File: config.mk
export PLATFORM = sky130hd
export DESIGN_NAME = mc_controller
export DESIGN_NICKNAME = d
export VERILOG_FILES = /design/src/rtl/riscv_pkg.sv /design/src/rtl/mc_aludec.sv /design/src/rtl/mc_controller.sv
export SDC_FILE = /design/constraint.sdc
export NUM_CORES = 1
export LEC_CHECK = 0
export BUFFER_PORTS_ARGS = -buffer_cell sky130_fd_sc_hd__buf_2
export CORE_MARGIN = 5
export CORE_UTILIZATION = 35
export DETAILED_ROUTE_END_ITERATION = 10
export PLACE_DENSITY = 0.79
export SETUP_SLACK_MARGIN = 0.15
export SLEW_MARGIN = 25
export SYNTH_ARGS = -nofsm -noshare
export SYNTH_HDL_FRONTEND = slang
export SYNTH_SLANG_ARGS = --single-unit
File: constraint.sdc
create_clock -name clk -period 1.6 [get_ports clk]
set_clock_uncertainty 0.05 [all_clocks]
set_input_delay 0.08 -clock clk [delete_from_list [all_inputs] [get_ports clk]]
set_output_delay 0.08 -clock clk [all_outputs]
set_load 0.01 [all_outputs]
File: src/rtl/riscv_pkg.sv
// Shared encodings for the multicycle RISC-V control path: FSM states, opcodes, mux selects.
// The JALR states exist only when MCCTRL_JALR_EN is defined.
package riscv_pkg;

    typedef enum logic [3:0] {
        StFetch,
        StDecode,
        StMemAdr,
        StMemRead,
        StMemWb,
        StMemWrite,
        StExecR,
        StExecI,
        StAluWb,
        StJal,
        StBeq
`ifdef MCCTRL_JALR_EN
        ,
        StJalr,
        StJalrLink
`endif
    } state_e;

    localparam logic [6:0] OpLoad   = 7'b0000011;
    localparam logic [6:0] OpStore  = 7'b0100011;
    localparam logic [6:0] OpRType  = 7'b0110011;
    localparam logic [6:0] OpIAlu   = 7'b0010011;
    localparam logic [6:0] OpJal    = 7'b1101111;
    localparam logic [6:0] OpBranch = 7'b1100011;
    localparam logic [6:0] OpJalr   = 7'b1100111;

    localparam logic [1:0] AluOpAdd   = 2'b00;
    localparam logic [1:0] AluOpSub   = 2'b01;
    localparam logic [1:0] AluOpFunct = 2'b10;

    localparam logic [2:0] AluAdd = 3'b000;
    localparam logic [2:0] AluSub = 3'b001;
    localparam logic [2:0] AluAnd = 3'b010;
    localparam logic [2:0] AluOr  = 3'b011;
    localparam logic [2:0] AluSlt = 3'b101;

    localparam logic [1:0] ResAluOut    = 2'b00;
    localparam logic [1:0] ResData      = 2'b01;
    localparam logic [1:0] ResAluResult = 2'b10;

    localparam logic [1:0] SrcAPc    = 2'b00;
    localparam logic [1:0] SrcAOldPc = 2'b01;
    localparam logic [1:0] SrcARd1   = 2'b10;

    localparam logic [1:0] SrcBRd2   = 2'b00;
    localparam logic [1:0] SrcBImm   = 2'b01;
    localparam logic [1:0] SrcBFour  = 2'b10;

    localparam logic [1:0] ImmI = 2'b00;
    localparam logic [1:0] ImmS = 2'b01;
    localparam logic [1:0] ImmB = 2'b10;
    localparam logic [1:0] ImmJ = 2'b11;

endpackage

File: src/rtl/mc_aludec.sv
// ALU decoder: maps ALUOp plus instruction fields to ALUControl.
// Shared between the single-cycle and multicycle controllers.
module mc_aludec
    import riscv_pkg::*;
(
    input  logic [1:0] alu_op_i,
    input  logic [2:0] funct3_i,
    input  logic       funct7b5_i,
    input  logic       op5_i,
    output logic [2:0] alu_control_o
);

    always_comb begin
        alu_control_o = AluAdd;
        unique case (alu_op_i)
            AluOpAdd: alu_control_o = AluAdd;
            AluOpSub: alu_control_o = AluSub;
            AluOpFunct: begin
                case (funct3_i)
                    // Only R-type sets op[5]; addi with imm[10]=1 must still add.
                    3'b000:  alu_control_o = (op5_i & funct7b5_i) ? AluSub : AluAdd;
                    3'b010:  alu_control_o = AluSlt;
                    3'b110:  alu_control_o = AluOr;
                    3'b111:  alu_control_o = AluAnd;
                    default: alu_control_o = AluAdd;
                endcase
            end
            default: alu_control_o = AluAdd;
        endcase
    end

endmodule

File: src/rtl/mc_controller.sv
// Multicycle RISC-V control unit with a memory-ready handshake on the shared memory port.
// Define MCCTRL_JALR_EN to add jalr support (JALR -> JALRLINK -> ALUWB).
module mc_controller
    import riscv_pkg::*;
(
    input  logic       clk,
    input  logic       reset,
    input  logic [6:0] op,
    input  logic [2:0] funct3,
    input  logic       funct7b5,
    input  logic       Zero,
    input  logic       MemReady,
    output logic       PCWrite,
    output logic       AdrSrc,
    output logic       MemWrite,
    output logic       IRWrite,
    output logic [1:0] ResultSrc,
    output logic [1:0] ALUSrcA,
    output logic [1:0] ALUSrcB,
    output logic [1:0] ImmSrc,
    output logic [2:0] ALUControl,
    output logic       RegWrite,
    output logic       Illegal
);

    state_e     state_q, state_d;
    logic       pc_update, branch, mem_write, ir_write, reg_write, illegal;
    logic [1:0] alu_op;

    always_ff @(posedge clk) begin
        if (!reset) state_q <= StFetch;
        else        state_q <= state_d;
    end

    always_comb begin
        state_d   = state_q;
        pc_update = 1'b0;
        branch    = 1'b0;
        mem_write = 1'b0;
        ir_write  = 1'b0;
        reg_write = 1'b0;
        illegal   = 1'b0;
        AdrSrc    = 1'b0;
        ResultSrc = ResAluOut;
        ALUSrcA   = SrcAPc;
        ALUSrcB   = SrcBRd2;
        alu_op    = AluOpAdd;
        case (state_q)
            StFetch: begin
                ALUSrcB   = SrcBFour;
                ResultSrc = ResAluResult;
                ir_write  = MemReady;
                pc_update = MemReady;
                if (MemReady) state_d = StDecode;
            end
            StDecode: begin
                ALUSrcA = SrcAOldPc;
                ALUSrcB = SrcBImm;
                case (op)
                    OpLoad, OpStore: state_d = StMemAdr;
                    OpRType:         state_d = StExecR;
                    OpIAlu:          state_d = StExecI;
                    OpJal:           state_d = StJal;
                    OpBranch:        state_d = StBeq;
`ifdef MCCTRL_JALR_EN
                    OpJalr:          state_d = StJalr;
`endif
                    default: begin
                        state_d = StFetch;
                        illegal = 1'b1;
                    end
                endcase
            end
            StMemAdr: begin
                ALUSrcA = SrcARd1;
                ALUSrcB = SrcBImm;
                state_d = (op == OpLoad) ? StMemRead : StMemWrite;
            end
            StMemRead: begin
                AdrSrc = 1'b1;
                if (MemReady) state_d = StMemWb;
            end
            StMemWb: begin
                ResultSrc = ResData;
                reg_write = 1'b1;
                state_d   = StFetch;
            end
            StMemWrite: begin
                AdrSrc    = 1'b1;
                mem_write = 1'b1;
                if (MemReady) state_d = StFetch;
            end
            StExecR: begin
                ALUSrcA = SrcARd1;
                alu_op  = AluOpFunct;
                state_d = StAluWb;
            end
            StExecI: begin
                ALUSrcA = SrcARd1;
                ALUSrcB = SrcBImm;
                alu_op  = AluOpFunct;
                state_d = StAluWb;
            end
            StAluWb: begin
                reg_write = 1'b1;
                state_d   = StFetch;
            end
            StJal: begin
                ALUSrcA   = SrcAOldPc;
                ALUSrcB   = SrcBFour;
                pc_update = 1'b1;
                state_d   = StAluWb;
            end
            StBeq: begin
                ALUSrcA = SrcARd1;
                alu_op  = AluOpSub;
                branch  = 1'b1;
                state_d = StFetch;
            end
`ifdef MCCTRL_JALR_EN
            StJalr: begin
                ALUSrcA   = SrcARd1;
                ALUSrcB   = SrcBImm;
                ResultSrc = ResAluResult;
                pc_update = 1'b1;
                state_d   = StJalrLink;
            end
            StJalrLink: begin
                ALUSrcA = SrcAOldPc;
                ALUSrcB = SrcBFour;
                state_d = StAluWb;
            end
`endif
            default: state_d = StFetch;
        endcase
    end

    always_comb begin
        case (op)
            OpStore:  ImmSrc = ImmS;
            OpBranch: ImmSrc = ImmB;
            OpJal:    ImmSrc = ImmJ;
            default:  ImmSrc = ImmI;
        endcase
    end

    // Strobes are gated by reset so an abandoned instruction cannot commit anything.
    assign PCWrite  = reset & (pc_update | (branch & (Zero ^ funct3[0])));
    assign IRWrite  = reset & ir_write;
    assign MemWrite = reset & mem_write;
    assign RegWrite = reset & reg_write;
    assign Illegal  = reset & illegal;

    mc_aludec u_aludec (
        .alu_op_i      (alu_op),
        .funct3_i      (funct3),
        .funct7b5_i    (funct7b5),
        .op5_i         (op[5]),
        .alu_control_o (ALUControl)
    );

endmodule

# Word level (Yosys, flattened, before mapping)
# Index checks and enable logic that the tools add are counted.
[totals]
register_bits = 4
in_bits = 15
out_inout_bits = 17
elab_cells = 69
[op_classes]
eq_ne = 24
muxes = 22
n_bitwise = 9
n_reduce_logical = 13
[op_table]
columns = ["operator", "count"]
rows = [
  ["one-hot mux 4 bit (6 select lines)", 1],
  ["one-hot mux 4 bit (5 select lines)", 1],
  ["== test 4 x 3 -> 1 bit, second input constant", 4],
  ["one-hot mux 2 bit (2 select lines)", 4],
  ["== test 7 x 6 -> 1 bit, second input constant", 2],
  ["== test 7 bit, second input constant", 2],
  ["== test 4 bit, second input constant", 3],
  ["two-way mux 4 bit", 3],
  ["one-hot mux 3 bit (4 select lines)", 1],
  ["OR reduction 2 bit", 6],
  ["== test 4 x 2 -> 1 bit, second input constant", 2],
  ["two-way mux 1 bit", 8],
  ["AND 1 bit", 7],
  ["== test 7 x 2 -> 1 bit, second input constant", 1],
  ["== test 7 x 5 -> 1 bit, second input constant", 1],
  ["== test 3 bit, second input constant", 2],
  ["!= test 2 bit, second input constant", 3],
  ["one-hot mux 2 bit (3 select lines)", 1],
  ["one-hot mux 3 bit (2 select lines)", 1],
  ["OR reduction 3 bit", 2],
  ["OR reduction 6 bit", 1],
  ["== test 4 x 1 -> 1 bit, second input constant", 1],
  ["logical NOT 4 bit", 1],
  ["OR reduction 4 bit", 1],
  ["9 further kinds", 9],
]

# Longest topological paths before layout
[logic_depth]
ltp_word = 5
mapped_depth = 7

# Modules after synthesis
# Synthesis repeated with hierarchy kept, for this count alone.
[unflattened]
cells_unflattened = 103
area_unflattened_um2 = 690.7
[modules_own_cells]
columns = ["module", "instances", "cells_per_inst", "area_per_inst_um2"]
rows = [
  ["mc_controller", 1, 92, 594.3],
  ["mc_aludec", 1, 11, 96.3],
]

# Least setup slack after synthesis
# OpenSTA, ideal clock, no wires.
[synth_path]
path_type = "register -> output"
from = "register state_q[1]"
to = "output ALUControl[1]"
t_arrival_ns = 1.490
t_required_ns = 1.470
slack_ns = -0.020
path_stages_with_launch = 7
n_path_buf = 1
path_cell_list = "dfxtp_1 -> buf_6 -> or2b_1 -> nor2_1 -> inv_1 -> ha_1 -> nor3_1"
[synth_between]
elab_chain_cells = 5
elab_cells_between_ends = 8
classes_between = "5 x eq/ne; 2 x mux; 1 x reduce/logical"
[synth_rtl]
columns = ["item", "line_no", "text"]
rows = [
  ["start: declaration", "mc_controller.sv:26", "state_e state_q, state_d;"],
  ["start signal: assignment", "mc_controller.sv:31", "if (!reset) state_q <= StFetch;"],
  ["start signal: assignment", "mc_controller.sv:32", "else state_q <= state_d;"],
  ["== test 4 x 3 -> 1 bit", "mc_controller.sv:48", "case (state_q)"],
  ["OR reduction 2 bit (no source line)", "-", ""],
  ["one-hot mux 2 bit (2 select lines) *", "mc_controller.sv:48", ""],
  ["== test 2 bit / == test 2 x 1 -> 1 bit (equally long branches)", "mc_aludec.sv:15", "unique case (alu_op_i)"],
  ["one-hot mux 3 bit (2 select lines) *", "mc_aludec.sv:15", ""],
  ["end: declaration", "mc_controller.sv:21", "output logic [2:0] ALUControl,"],
]
# Every way passes the cells marked *; elsewhere a longest branch is shown, timed or not.

# Worst setup path after layout
[layout_path]
from = "register state_q[2]"
to = "register state_q[2]"
[layout_between]
elab_chain_cells = 3
elab_cells_between_ends = 14
classes_between = "10 x eq/ne; 1 x mux; 3 x reduce/logical"
[layout_rtl]
columns = ["item", "line_no"]
rows = [
  ["== test 4 bit, or another cell as far along", "mc_controller.sv:48"],
  ["OR reduction 3 bit (no source line) / != test 2 bit (equally long branches)", "-"],
  ["one-hot mux 4 bit (6 select lines) / AND reduction 3 bit (equally long branches)", "-"],
]
# Several ways; a longest one is shown, not always the timed one.
# A chain may end at the register's enable or synchronous reset.

==> impl_metrics.ini <==
[run_status]
status = complete, but fails checks
violations = negative setup slack

[floorplanning]
coreArea_mm2 = 0.00169
dieArea_mm2 = 0.00268
core.rowCount = 15
die_w_um = 51.7
ioPinCount = 32
fp.dieH_um = 51.7
initial_core_util_pct = 36.1

[setup_path]
worst-path-max-fanout = 4
endpoint_kind = register
cp.arrival_ns = 1.79
crit_type = register to register
worstSetupStartpointType = register
cp_data_required_time_ns = 1.69

[drt]
vias = 977
antenna_left = 0
drt-wirelength-per-cell_um = 16.8
drt-pass1-iter-count = 5
first_iter_violations = 27
drc = 0
avgViaCountPerCell = 6.14
routed_wl_um = 2670

[min_path]
hold_class = input pin to register

[sta]
relSlewSlack_pct = 67.7
hold_viol_final = 0
min_period_ns = 1.70
drv_slew = 0
finalSetupViolCount = 8
fmax_ghz = 0.590
final.setup.tns_ns = -0.471
setup_ws_ns = -0.0957
fin_crit_sh_pct = 106
grt_setup_unrepaired = true
whs_ns = 0.0810
worst_slew_pin_slew_ns = 0.479

[power]
power.density_mw_per_mm2 = 341
switching_power_mw = 0.136
clkPwrFrac_pct = 32.5
pwr-share-comb_pct = 40.8
max-vdd-ir-drop_mv = 0.255
power_mw = 0.396
swShare_pct = 34.3
p_leak_nw = 0.542
p_seq_share_pct = 26.6
p_int_mw = 0.260

[place]
placed_area_um2 = 851
dp_hpwl_um = 1590
preCtsSetupSlack_ns = 0.0473
gp_congestion = 0.882
dp_cells = 146
io_buffers = 31

[clocking]
clk_pin_slew_ns = 0.04
root_buffer = clkbuf_4
clockBufferDepth = 2
hold_buffers = 0
cts.sinks = 4
htreeDepth = 1
clk_latency_ns = 0.24
cts-buffers-inserted = 3
cts_tree = yes

[final_layout]
fill_cells = 124
num_antenna_cells = 0
largest_reg_flops = 4
reg_top3 = state_q: 4 flops
layout.cells.non_filler = 159
finalNetCount = 161
largest_register = state_q
synthToLayoutAreaGrowth_pct = 90.3
fin_area_mm2 = 0.00116
fin_util_pct = 68.7
drive_gt1_share_pct = 64.1

[synthesis]
ys_warn_count = 0
syn-cell-area_um2 = 609
synth.area.top_cells = dfxtp_1, nand2_1, nand2b_1
avgSynthCellArea_um2 = 6.62
synth_top_family_by_area = simple AND/OR/NAND/NOR gates
synth-xor-area-share_pct = 5.75
yosysTopAreaCell = dfxtp_1
synth_fa_ha_area_share_pct = 4.11
yosysSeqAreaShare_pct = 13.1
synth-compound-area-share_pct = 22.6
synth_cells = 92
ys_types = 35
yosys.area_share.simple_pct = 45.6
synth_fp_nets = 109
synthMuxAreaShare_pct = 0
synth_top_area_share_pct = 13.1
ys_ff_latch = 4

[job]
drv_cap = 0

[global_routing]
grt_pass1_wl_um = 3800
grt_usage_pct = 19.1
antenna_found_initial = 0
grt_pass1_vias = 871
grt_start_max_net_pins = 10
overflow = 0
==> layer usage <==
metal	up-vias	part of all wire, %	global-route usage, %
met5	-	0	0
met4	0	3.4	11.4
met3	20	7.0	4.01
met2	61	49	33.7
met1	458	40	20.8
li1	438	-	-
==> cell families (layout without fill, tap and decap cells) <==
kind of cell               after synthesis  in the layout
adders and majority gates                2              2
and+or+nand+nor                         50             50
buffers and inverters                   12             62
AOI/OAI and AO/OA                       20             20
xor gates and xnor gates                 4              4
DFF                                      4              4
==> cells in the mapped netlist <==
library cell,instances
a221oi_1,2
o21ai_0,4
a22oi_1,1
buf_6,1
dfxtp_1,4
a211oi_1,1
nor2_1,8
nand2_1,10
and3_1,3
a31oi_1,1
a211o_1,1
nor4b_1,2
nor4_2,1
nor4_1,2
nand3_1,3
nor3_1,6
xnor2_1,3
and2b_2,1
a21oi_1,5
buf_2,1
o41ai_1,1
or2b_1,2
ha_1,2
o311a_1,1
a31o_2,1
inv_1,7
buf_1,1
a311oi_1,2
or3_1,1
nand4b_1,1
nor2b_1,4
clkbuf_1,2
or3b_1,1
nand2b_1,5
xor2_1,1
==> layout make-up <==
type,instances,area [um^2],share of cell area [%]
multi-input cells,76,649,56.0
repair buffers,52,350,30.2
inverters,7,28.8,2.48
well taps,17,21.3,1.83
clock buffers,3,22.5,1.94
flip-flops and latches,4,87.6,7.55
==> worst max-delay path, stage by stage, from the launching register on <==
cell and delay [ns]:
dfxtp_2 0.33, buf_6 0.13, or3b_4 0.43, buf_12 0.15, nor4_4 0.17, nor3_2 0.08, a311oi_1 0.25
==> power by group through the flow <==
stage / Combinational (mW) / Sequential, mW / Clock, mW
6_report: 0.162 / 0.105 / 0.129
3_5_place_dp: 0.117 / 0.108 / 0
5_1_grt: 0.172 / 0.106 / 0.138
3_3_place_gp: 0.116 / 0.108 / 0
2_1_floorplan: 0.0670 / 0.105 / 0
4_1_cts: 0.136 / 0.106 / 0.131
==> placed cells by master, fill, tap and decap left out, types with 4 or more instances in the layout <==
cell type and instances:
buf_6 6, buf_4 15, nor2_1 5, nand2_1 9
o21ai_0 4, nor3_2 4, nor2b_1 4, inv_2 4
buf_2 30, nand2b_1 4
==> repair_timing <==
action / in CTS / in global routing
setup buffers: 8 / 2
resized for setup: 25 / 20
endpoints found under the setup margin: 12 / 19
hold endpoints to repair: 0 / 0
cloned: 0 / 0
pin swaps: 10 / 6
==> worst paths after layout <==
| check | start | end | slack (ns) | cells past startpoint |
|---|---|---|---|---|
| worst min-delay path | reset | state_q[3] | 0.08 | 2 |
| worst min register to register | state_q[1] | state_q[0] | 0.64 | 3 |
| worst max-delay path | state_q[2] | state_q[2] | -0.1 | 6 |
| worst max register to register | state_q[2] | state_q[2] | -0.1 | 6 |
No activity file was read; power rests on OpenSTA's default activity.
